<file path="config.mk">
export PLATFORM = sky130hd
export DESIGN_NAME = conversor_bcd_flat
export DESIGN_NICKNAME = d
export VERILOG_FILES = /design/src/rtl/conversor_bcd_if.sv /design/src/rtl/conversor_bcd.sv /design/src/flat_wrapper.sv
export SDC_FILE = /design/constraint.sdc
export NUM_CORES = 1
export LEC_CHECK = 0
export CAP_MARGIN = 20
export CORE_UTILIZATION = 30
export CTS_CLUSTER_SIZE = 30
export DETAILED_ROUTE_END_ITERATION = 10
export GPL_TIMING_DRIVEN = 0
export PLACE_DENSITY_LB_ADDON = 0.1
export SETUP_SLACK_MARGIN = 0.15
export SYNTH_ARGS = -nofsm -noshare
export SYNTH_HDL_FRONTEND = slang
export SYNTH_SLANG_ARGS = --single-unit
</file>
<file path="constraint.sdc">
create_clock -name clk -period 1.65 [get_ports clk]
set_input_delay 0.4125 -clock clk [delete_from_list [all_inputs] [get_ports clk]]
set_output_delay 0.4125 -clock clk [all_outputs]
set_load 0.01 [all_outputs]
</file>
<file path="src/rtl/conversor_bcd_if.sv">
// Start/finish handshake and data bus between the binary producer, the BCD
// converter and the display driver.
// Optional: CONVERSOR_BCD_BLANK_EN adds the leading-zero blanking mask.
interface conversor_bcd_if #(
  parameter int ANCHO_BIN   = 32,
  parameter int NUM_DIGITOS = 10
);
  logic                       iniciar;
  logic [ANCHO_BIN-1:0]       valor_bin;
  logic [4*NUM_DIGITOS-1:0]   bcd;
  logic                       terminado;
  logic                       ocupado;
  logic                       desbordamiento;
`ifdef CONVERSOR_BCD_BLANK_EN
  logic [NUM_DIGITOS-1:0]     mascara_digitos;

  modport master (
    output iniciar, valor_bin,
    input  bcd, terminado, ocupado, desbordamiento, mascara_digitos
  );
  modport slave (
    input  iniciar, valor_bin,
    output bcd, terminado, ocupado, desbordamiento, mascara_digitos
  );
`else
  modport master (
    output iniciar, valor_bin,
    input  bcd, terminado, ocupado, desbordamiento
  );
  modport slave (
    input  iniciar, valor_bin,
    output bcd, terminado, ocupado, desbordamiento
  );
`endif
endinterface

</file>
<file path="src/rtl/conversor_bcd.sv">
// Sequential binary-to-BCD converter (shift-add-3 / double dabble), one input
// bit per clock. Result appears ANCHO_BIN edges after the accepting edge.
// Optional: define CONVERSOR_BCD_BLANK_EN to drive mascara_digitos, marking
// the digits at or below the most significant nonzero digit.
module conversor_bcd #(
  parameter int ANCHO_BIN   = 32,
  parameter int NUM_DIGITOS = 10
) (
  input logic            clk,
  input logic            rst_n,
  conversor_bcd_if.slave bus
);
  localparam int AC = (ANCHO_BIN > 1) ? $clog2(ANCHO_BIN) : 1;
  localparam int AB = 4 * NUM_DIGITOS;

  typedef enum logic {REPOSO, CONVIRTIENDO} estado_t;

  estado_t              estado, estado_sig;
  logic                 aceptar, fin;
  logic [ANCHO_BIN-1:0] desp, desp_sig;
  logic [AB-1:0]        trab, trab_corr, trab_sig;
  logic [AC-1:0]        contador;
  logic                 desb_flag, desb_sig;
  logic [AB-1:0]        bcd_q;
  logic                 terminado_q, ocupado_q, desb_q;

  // Add-3 correction on every working digit, applied before the shift so the
  // shifted digit never leaves the 0..9 range.
  for (genvar i = 0; i < NUM_DIGITOS; i++) begin : g_dig
    assign trab_corr[4*i +: 4] = (trab[4*i +: 4] >= 4'd5) ? trab[4*i +: 4] + 4'd3
                                                          : trab[4*i +: 4];
  end

  // One-bit left shift of {working BCD, shift register}; the bit leaving the
  // top digit is a lost 10^NUM_DIGITOS carry, hence the overflow flag.
  assign trab_sig = {trab_corr[AB-2:0], desp[ANCHO_BIN-1]};
  assign desp_sig = {desp[ANCHO_BIN-2:0], 1'b0};
  assign desb_sig = desb_flag | trab_corr[AB-1];

  // FSM state register.
  always_ff @(posedge clk) begin
    if (!rst_n) estado <= REPOSO;
    else        estado <= estado_sig;
  end

  // Next-state logic: start only accepted while idle, finish on the last bit.
  always_comb begin
    estado_sig = estado;
    aceptar    = 1'b0;
    fin        = 1'b0;
    case (estado)
      REPOSO: begin
        if (bus.iniciar) begin
          aceptar    = 1'b1;
          estado_sig = CONVIRTIENDO;
        end
      end
      CONVIRTIENDO: begin
        if (contador == AC'(ANCHO_BIN - 1)) begin
          fin        = 1'b1;
          estado_sig = REPOSO;
        end
      end
      default: estado_sig = REPOSO;
    endcase
  end

  // Datapath and registered handshake outputs; bcd only changes on finish.
  always_ff @(posedge clk) begin
    if (!rst_n) begin
      desp        <= '0;
      trab        <= '0;
      contador    <= '0;
      desb_flag   <= 1'b0;
      bcd_q       <= '0;
      terminado_q <= 1'b0;
      ocupado_q   <= 1'b0;
      desb_q      <= 1'b0;
    end else if (aceptar) begin
      desp        <= bus.valor_bin;
      trab        <= '0;
      contador    <= '0;
      desb_flag   <= 1'b0;
      terminado_q <= 1'b0;
      ocupado_q   <= 1'b1;
      desb_q      <= 1'b0;
    end else if (estado == CONVIRTIENDO) begin
      desp      <= desp_sig;
      trab      <= trab_sig;
      contador  <= contador + 1'b1;
      desb_flag <= desb_sig;
      if (fin) begin
        bcd_q       <= trab_sig;
        terminado_q <= 1'b1;
        ocupado_q   <= 1'b0;
        desb_q      <= desb_sig;
      end
    end
  end

  assign bus.bcd            = bcd_q;
  assign bus.terminado      = terminado_q;
  assign bus.ocupado        = ocupado_q;
  assign bus.desbordamiento = desb_q;

`ifdef CONVERSOR_BCD_BLANK_EN
  logic [NUM_DIGITOS-1:0] mascara_q, mascara_sig;
  logic                   hay_digito;

  // Running OR from the top digit down: a digit is shown once any digit at or
  // above it is nonzero; the units digit is always shown.
  always_comb begin
    mascara_sig = '0;
    hay_digito  = 1'b0;
    for (int i = NUM_DIGITOS - 1; i >= 0; i--) begin
      hay_digito     = hay_digito | (|trab_sig[4*i +: 4]);
      mascara_sig[i] = hay_digito;
    end
    mascara_sig[0] = 1'b1;
  end

  // Mask register, updated together with bcd.
  always_ff @(posedge clk) begin
    if (!rst_n)   mascara_q <= NUM_DIGITOS'(1);
    else if (fin) mascara_q <= mascara_sig;
  end

  assign bus.mascara_digitos = mascara_q;
`endif
endmodule

</file>
<file path="src/flat_wrapper.sv">
// flat-port wrapper written by rule: the top's interface ports become plain ports
module conversor_bcd_flat 
#(
  parameter int ANCHO_BIN   = 32,
  parameter int NUM_DIGITOS = 10
)
  (clk, rst_n, bus_iniciar, bus_valor_bin, bus_bcd, bus_terminado, bus_ocupado, bus_desbordamiento);
  conversor_bcd_if #(.ANCHO_BIN(ANCHO_BIN), .NUM_DIGITOS(NUM_DIGITOS)) bus_i ();
  input logic clk;
  input logic rst_n;
  input wire logic [$bits(bus_i.iniciar)-1:0] bus_iniciar;
  input wire logic [$bits(bus_i.valor_bin)-1:0] bus_valor_bin;
  output wire logic [$bits(bus_i.bcd)-1:0] bus_bcd;
  output wire logic [$bits(bus_i.terminado)-1:0] bus_terminado;
  output wire logic [$bits(bus_i.ocupado)-1:0] bus_ocupado;
  output wire logic [$bits(bus_i.desbordamiento)-1:0] bus_desbordamiento;
  assign bus_i.iniciar = bus_iniciar;
  assign bus_i.valor_bin = bus_valor_bin;
  assign bus_bcd = bus_i.bcd;
  assign bus_terminado = bus_i.terminado;
  assign bus_ocupado = bus_i.ocupado;
  assign bus_desbordamiento = bus_i.desbordamiento;
  conversor_bcd #(.ANCHO_BIN(ANCHO_BIN), .NUM_DIGITOS(NUM_DIGITOS)) u_core (.clk(clk), .rst_n(rst_n), .bus(bus_i));
endmodule
</file>
; ---- Yosys cells after proc, flatten, opt, wreduce, memory -nomap -nowiden
; Index checks and enable logic that the tools add are counted.
; Widths: inputs -> output; s select.
[totals]
ff_bits = 122
input_bits = 35
out_inout_bits = 43
word_cells = 62
[classes]
addsub = 11
order_cmp = 10
n_eq_ne = 1
muxes = 21
bitwise_logic = 4
n_reduce_logical = 6
[ops]
columns = operator, n
row1 = $mux 32, 2
row2 = $add 4x2->4 const B, 10
row3 = $ge 4x3->1 const B, 10
row4 = $mux 4, 10
row5 = $mux 1, 8
row6 = $add 5x1->5 const B, 1
row7 = $eq 5x5->1 const B, 1
row8 = $reduce_and 2->1, 2
row9 = $reduce_bool 2->1, 2
row10 = $not 1->1, 3
row11 = $reduce_and 3->1, 1
row12 = $pmux 1 s2, 1
row13 = $reduce_or 2->1, 1
row14 = $or 1x1->1, 1

; ---- Longest topological paths before layout
; Gate-level depths: netlist (run 1).
[logic_depth]
depth_word = 6
mapped_depth = 8
depth_no_buf = 7

; ---- Least setup slack after synthesis (run 1)
; OpenSTA, ideal clock, no wires.
[synth_path]
path_type = register to register
start = register u_core.contador[0]
end = register u_core.bcd_q[27], in the netlist u_core.bus.bcd[27]
setup_ns = 0.116
t_arrival_ns = 1.487
t_required_ns = 1.534
slack_ns = 0.047
path_stages_with_launch = 8
n_path_buf = 2
period_less_slack_ns = 1.603
cell_sequence = dfxtp_1 > ha_1 > and3_1 > ha_1 > and2_4 > buf_6 > buf_6 > o211a_1
[synth_via]
elab_chain_cells = 4
[synth_rtl]
columns = item, line_no
row1 = start: declaration, conversor_bcd.sv:22  ; logic [AC-1:0] contador;
row2 = start signal: assignment, conversor_bcd.sv:90  ; contador <= contador + 1'b1;
row3 = $eq 5x5->1, conversor_bcd.sv:59  ; if (contador == AC'(ANCHO_BIN - 1)) begin
row4 = $mux 1, conversor_bcd.sv:59
row5 = $mux 1, conversor_bcd.sv:51  ; case (estado)
row6 = $reduce_and 3->1 (no source line), --
row7 = end signal: assignment, conversor_bcd.sv:93  ; bcd_q <= trab_sig;
row8 = end: declaration, conversor_bcd.sv:24  ; logic [AB-1:0] bcd_q;
; No other way between the ends.
; A chain may end at the register's enable or synchronous reset.

; ---- Worst setup path after layout (run 1)
[layout_path]
start = register u_core.contador[0]
end = register u_core.bcd_q[36], in the netlist u_core.bus.bcd[36]
; The elaborated chain is that of the path after synthesis.

==> results of run 1 <==
-- Yosys cell counts (all sizes together) --
cell type	n	area share (%)
a21boi	2	0.26
a21oi	66	7.0
a31oi	1	0.11
and2	34	3.7
and3	1	0.11
buf	33	4.8
clkbuf	10	0.65
dfxtp	122	42
ha	22	4.7
inv	23	1.5
mux2	10	2.0
mux2i	35	6.0
nand2	60	4.0
nand2b	30	3.4
nand3	31	2.7
nand4	1	0.11
nor2	19	1.2
nor3b	11	1.5
o211a	1	0.17
o21ai	100	9.1
o22ai	22	2.7
or2b	2	0.26
xnor2	11	1.7
xor2	2	0.30
-- per-stage QoR --
step	cell area [um^2]	hold slack (ps)	setup TNS (ps)	setup WS (ps)	instances
floorplan	5830	436	0	159	649
global placement	6920	452	-23750	-370	985
detailed placement	6920	456	-23670	-338	985
CTS	7890	325	0	12.6	1027
global route	8230	355	0	16.9	1029
finish	8230	347	0	57.6	1029
-- cells in the final DEF, fill, tap and decap left out, types with 11 or more instances in the layout --
cell type,instances
buf_2,11
a21oi_1,40
o21ai_0,53
nand3_1,30
o21ai_1,15
nand2b_1,21
mux2i_1,35
clkbuf_16,17
inv_2,16
dfxtp_2,14
nand2_1,59
and2_1,33
a21oi_2,21
dfxtp_1,108
o22ai_1,17
buf_4,14
dlygate4sd2_1,34
clkdlybuf4s50_1,32
o21ai_2,30
nor2_1,18
ha_4,12
-- routing by layer --
metal,vias to the layer above,global-route usage [%]
met4,0,9.78
met2,103,28.0
li1,2460,-
met3,33,4.08
met5,-,0
met1,2305,21.5
-- sequential cells by signal, indices dropped and copies added, names as in the netlist --
| register | flops |
|---|---|
| u_core.desp | 32 |
| u_core.bus.bcd | 40 |
| u_core.desb_flag | 1 |
| u_core.bus.desbordamiento | 1 |
| u_core.estado | 1 |
| u_core.bus.ocupado | 1 |
| u_core.bus.terminado | 1 |
| u_core.contador | 5 |
| u_core.trab | 40 |
-- power groups by stage --
| stage | Sequential (uW) | Clock, uW | Combinational (uW) |
|---|---|---|---|
| after floorplan | 3130 | 0 | 438 |
| after global placement | 3130 | 0 | 664 |
| after detailed placement | 3140 | 0 | 673 |
| after CTS | 3070 | 4280 | 694 |
| after global routing | 3080 | 4420 | 821 |
| final | 3080 | 4180 | 747 |
-- worst paths after layout --
| check | from | end | slack [ps] |
|---|---|---|---|
| max | u_core.contador[0] | u_core.bus.bcd[36] | 60 |
| min | bus_iniciar | u_core.estado | 350 |
| max reg2reg | u_core.contador[0] | u_core.bus.bcd[36] | 60 |
| min reg2reg | u_core.bus.bcd[29] | u_core.bus.bcd[29] | 460 |
-- repair_timing --
| action | CTS | global route |
|---|---|---|
| gates cloned | 4 | 0 |
| pin swaps | 16 | 13 |
| setup buffers | 7 | 2 |
| resized for setup | 111 | 87 |
| setup endpoints to repair | 115 | 70 |
-- cell type report --
type / instances / area share, %
multi-input cells: 461 / 41.6
flip-flops and latches: 122 / 29.9
repair buffers: 89 / 10.9
clock buffers: 24 / 6.10
plain buffers: 43 / 4.56
well taps: 260 / 3.95
clock inverters: 7 / 1.95
inverters: 23 / 1.05
-- worst max-delay path, stage by stage (launching register included) --
cell and delay (ps):
dfxtp_2 330, ha_4 150, and3_4 180, ha_4 170, and2_4 140, buf_12 140
bufbuf_16 280, a21oi_1 110
-- logic make-up (layout without fill, tap and decap cells) --
logic type / Yosys count / count (layout)
buffers and inverters: 66 / 186
XOR/XNOR: 13 / 13
multiplexers: 45 / 45
flip-flops: 122 / 122
AND/OR/NAND/NOR: 189 / 189
AO/OA/AOI/OAI: 192 / 192
adder cells (fa/ha/maj): 22 / 22
==> results.ini, run 1 <==
[detailed_routing]
ant_nets=0
drc_errors=0
wirelength_mm=16.7
met1_length_mm=7.76
dr_wl_met3_um=723
wire_per_inst_um=16.2
highest_layer=met4
via_count=4901
viasPerCell=4.76
dr.pass1.iters=4
dr_wl_met2_mm=7.70
drt-initial-drc-count=233

[floorplan]
core.rowCount=50
coreArea_um2=18800
dieWidth_um=141
ios=78
fp.dieArea_um2=19900
initial_utilization_pct=30.9
die_y_um=141

[sta]
min_period_over_period_pct=96.5
period_minus_slack_ps=1590
worst_pin_slew_ps=788
setup_viol=0
rsz0062_at_grt=yes
slew_viol_final=0
max_slew_margin_pct=47.5
max_freq_mhz=628
hold_violations=0
clock_skew_ps=6.22

[layout]
fill_cells=1848
fin_util_pct=43.7
drive_gt1_share_pct=27.3
final_nets=814
antennaDiodeCount=0
multi_input_area_um2=3420
ff_latch_area_um2=2460
syn_to_final_growth_pct=41.6

[worst_setup_path]
cp-start-kind=flip-flop
critPathMaxFanout=7
ff2ff_path_depth=7
cp_data_required_time_ps=1990
critPathKind=reg2reg
end_kind=flip-flop
crit_arrival_ps=1930

[grt]
antenna_found_initial=0
grt_max_degree=17
grt_pass1_vias=4872
grt_pass1_wl_mm=26.1
overflow=0
gr-usage-all-layers_pct=17.5

[cts]
htreeDepth=4
cts_buffers=17
clk_latency_ps=410
cts.sinks=122
clock_path_buffers=2
cts.reportedPaths.clkPinSlew_ps=50
holdBufCountCts=0
cts_tree=done
cts_root_buffer=clkbuf_16

[synth]
synth_top_family_by_area=compound AO/OA/AOI/OAI gates
synth_xor_area_share_pct=1.96
synthMuxAreaShare_pct=8.03
synth_adder_area_share_pct=4.74
synth_compound_gate_area_share_pct=19.3
synth_cell_types=36
synth-simple-area-share_pct=17.0
syn-num-nets=706
syn_area_per_cell_um2=8.95
netlist_area_um2=5810
yosysWarnings=0
synth_seq_cells=122
ys_seq_area_share_pct=42.0
syn_inst=649

[power]
switching_share_pct=21.9
internal-power_uw=6250
p_leak_uw=0.00321
p_sw_uw=1760
p_comb_share_pct=9.3
pwr-share-seq_pct=38.4
power.total_uw=8010
power.density_nw_per_um2=973
ir_worst_vdd_mv=0.726
p_clk_share_pct=52.2

[placement]
numPortBuffers=76
place_congestion=0.833
hpwl_mm=10.7

[worst_hold_path]
worst_hold_path.num_cells=3
hold_class=in2reg

[run_status]
outcome=complete, no violations

[job]
maxCapViolCount=0

(Power assumes the default switching activity.)
==> run 2: changes to the inputs <==
- RECOVER_POWER: unset -> 25
==> run 2 against run 1 <==
  * Die area is the same
  * Final cell count is the same
  * Flip-flop and latch count is the same
  * First-iteration DRC count shrank 1.7%
  * Non-clock buffer count is the same
  * Global-route usage is the same
==> results.ini, run 2 (synthesis results as in run 1) <==
[run_status]
outcome=complete, no violations

[worst_setup_path]
cp_common_cell=ha_4
cp-start-kind=flip-flop
cp_cell_sequence=ha_4 -> and3_4 -> ha_4 -> and2_4 -> buf_12 -> bufbuf_16 -> a21oi_1
r2r-end=u_core.bus.bcd[36]
max_stage_delay_ps=330
cp_slowest_cell=dfxtp_2
critPathMaxFanout=7
crit_end=u_core.bus.bcd[36]
worst-path-stages=7
critPathKind=reg2reg
crit_arrival_ps=1930
cp_data_required_time_ps=1990
worst-path-buf-inv=2
cp_top_family=buffers and inverters
cp-startpoint=u_core.contador[0]
end_kind=flip-flop
r2r_start=u_core.contador[0]
ff2ff_path_depth=7
regToRegSetupSlack_ps=60

[detailed_routing]
highest_layer=met4
wire_per_inst_um=16.2
dr.pass1.iters=4
via_count=4891
dr_wl_met2_mm=7.76
drc_errors=0
viasPerCell=4.75
met1_length_mm=7.72
ant_nets=0
dr_wl_met3_um=731
wirelength_mm=16.7
drt-initial-drc-count=229

[power]
power.density_nw_per_um2=975
ir_worst_vdd_mv=0.705
p_leak_uw=0.00318

[cts]
cts_root_buffer=clkbuf_16
clk_latency_ps=410
cts.reportedPaths.clkPinSlew_ps=50
clock_path_buffers=2
cts_tree=done
holdBufCountCts=0
htreeDepth=4
cts.sinks=122
cts_buffers=17

[floorplan]
initial_utilization_pct=30.9
fp.dieArea_um2=19900
core.rowCount=50
dieWidth_um=141
ios=78
coreArea_um2=18800
die_y_um=141

[sta]
hold_violations=0
clock_skew_ps=5.86
period_minus_slack_ps=1590
max_freq_mhz=628
worst_pin_slew_ps=787
rsz0062_at_grt=yes
setup_viol=0
finalSetupTns_ps=0
max_slew_margin_pct=47.5
final_critical_path_setup_slack_ps=58.1
min_period_over_period_pct=96.5
slew_viol_final=0

[layout]
fin_cells=1029
fill_cells=1850
drive_gt1_share_pct=26.8
multi_input_area_um2=3420
final_cell_mix=108 x dfxtp_1, 59 x nand2_1, 53 x o21ai_0, 41 x a21oi_1, 35 x mux2i_1
fin_util_pct=43.6
final_nets=814
syn_to_final_growth_pct=41.2
antennaDiodeCount=0
layout_commonest_cell=dfxtp_1
ff_latch_area_um2=2460
fin_area_um2=8200

[grt]
grt_pass1_vias=4872
gr-usage-all-layers_pct=17.5
grt_max_degree=17
grt_pass1_wl_mm=26.1
antenna_found_initial=0
overflow=0

[placement]
place_congestion=0.833
place_area_um2=6920
numPortBuffers=76
hpwl_mm=10.7
dp_slack_ps=-338
dp.cells=985

[worst_hold_path]
hold_class=in2reg

[job]
maxCapViolCount=0

[run 2: worst min-delay path by stage]
stage | slack [ps] | end | start | cells past startpoint
2_1_floorplan | 440 | u_core.bus.desbordamiento | u_core.desb_flag | 2
3_3_place_gp | 450 | u_core.bus.bcd[0] | u_core.bus.bcd[0] | 2
3_5_place_dp | 460 | u_core.bus.bcd[22] | u_core.bus.bcd[22] | 2
4_1_cts | 330 | u_core.estado | bus_iniciar | 3
5_1_grt | 360 | u_core.estado | bus_iniciar | 3
6_report | 350 | u_core.estado | bus_iniciar | 3
[run 2: layout make-up]
type,count,area share [%]
Buffer,43,4.35
Clock buffer,24,6.12
Clock inverter,7,1.95
Inverter,23,1.05
Multi-Input combinational cell,461,41.7
Sequential cell,122,30.0
Tap cell,260,3.97
Timing Repair Buffer,89,10.9
[run 2: through the flow]
stage / hold slack, ps / power [uW]
2_1_floorplan: 436 / 3560
3_3_place_gp: 452 / 3800
3_5_place_dp: 456 / 3810
4_1_cts: 325 / 8050
5_1_grt: 356 / 8320
6_report: 347 / 8000
[run 2: layer usage]
metal	track usage [%]	vias to the layer above
li1	-	2455
met1	21.5	2302
met2	28.0	103
met3	4.08	31
met4	9.78	0
met5	0	-
[run 2: what timing repair did]
| action | CTS | global route |
|---|---|---|
| cloned | 4 | 0 |
| setup buffers | 7 | 2 |
| endpoints found under the setup margin | 115 | 70 |
| resized for setup | 111 | 87 |
| pin swaps | 16 | 13 |
[run 2: power by group]
group	leakage (uW)	switching, uW	total [uW]	internal [uW]
Combinational	0.00186	391	736	345
Sequential	0.000996	50.0	3080	3030
Clock	0.000326	1320	4180	2870
[run 2: worst min-delay path: stages]
cell,delay [ps]
buf_6,130
nand2b_4,80
a21boi_0,80
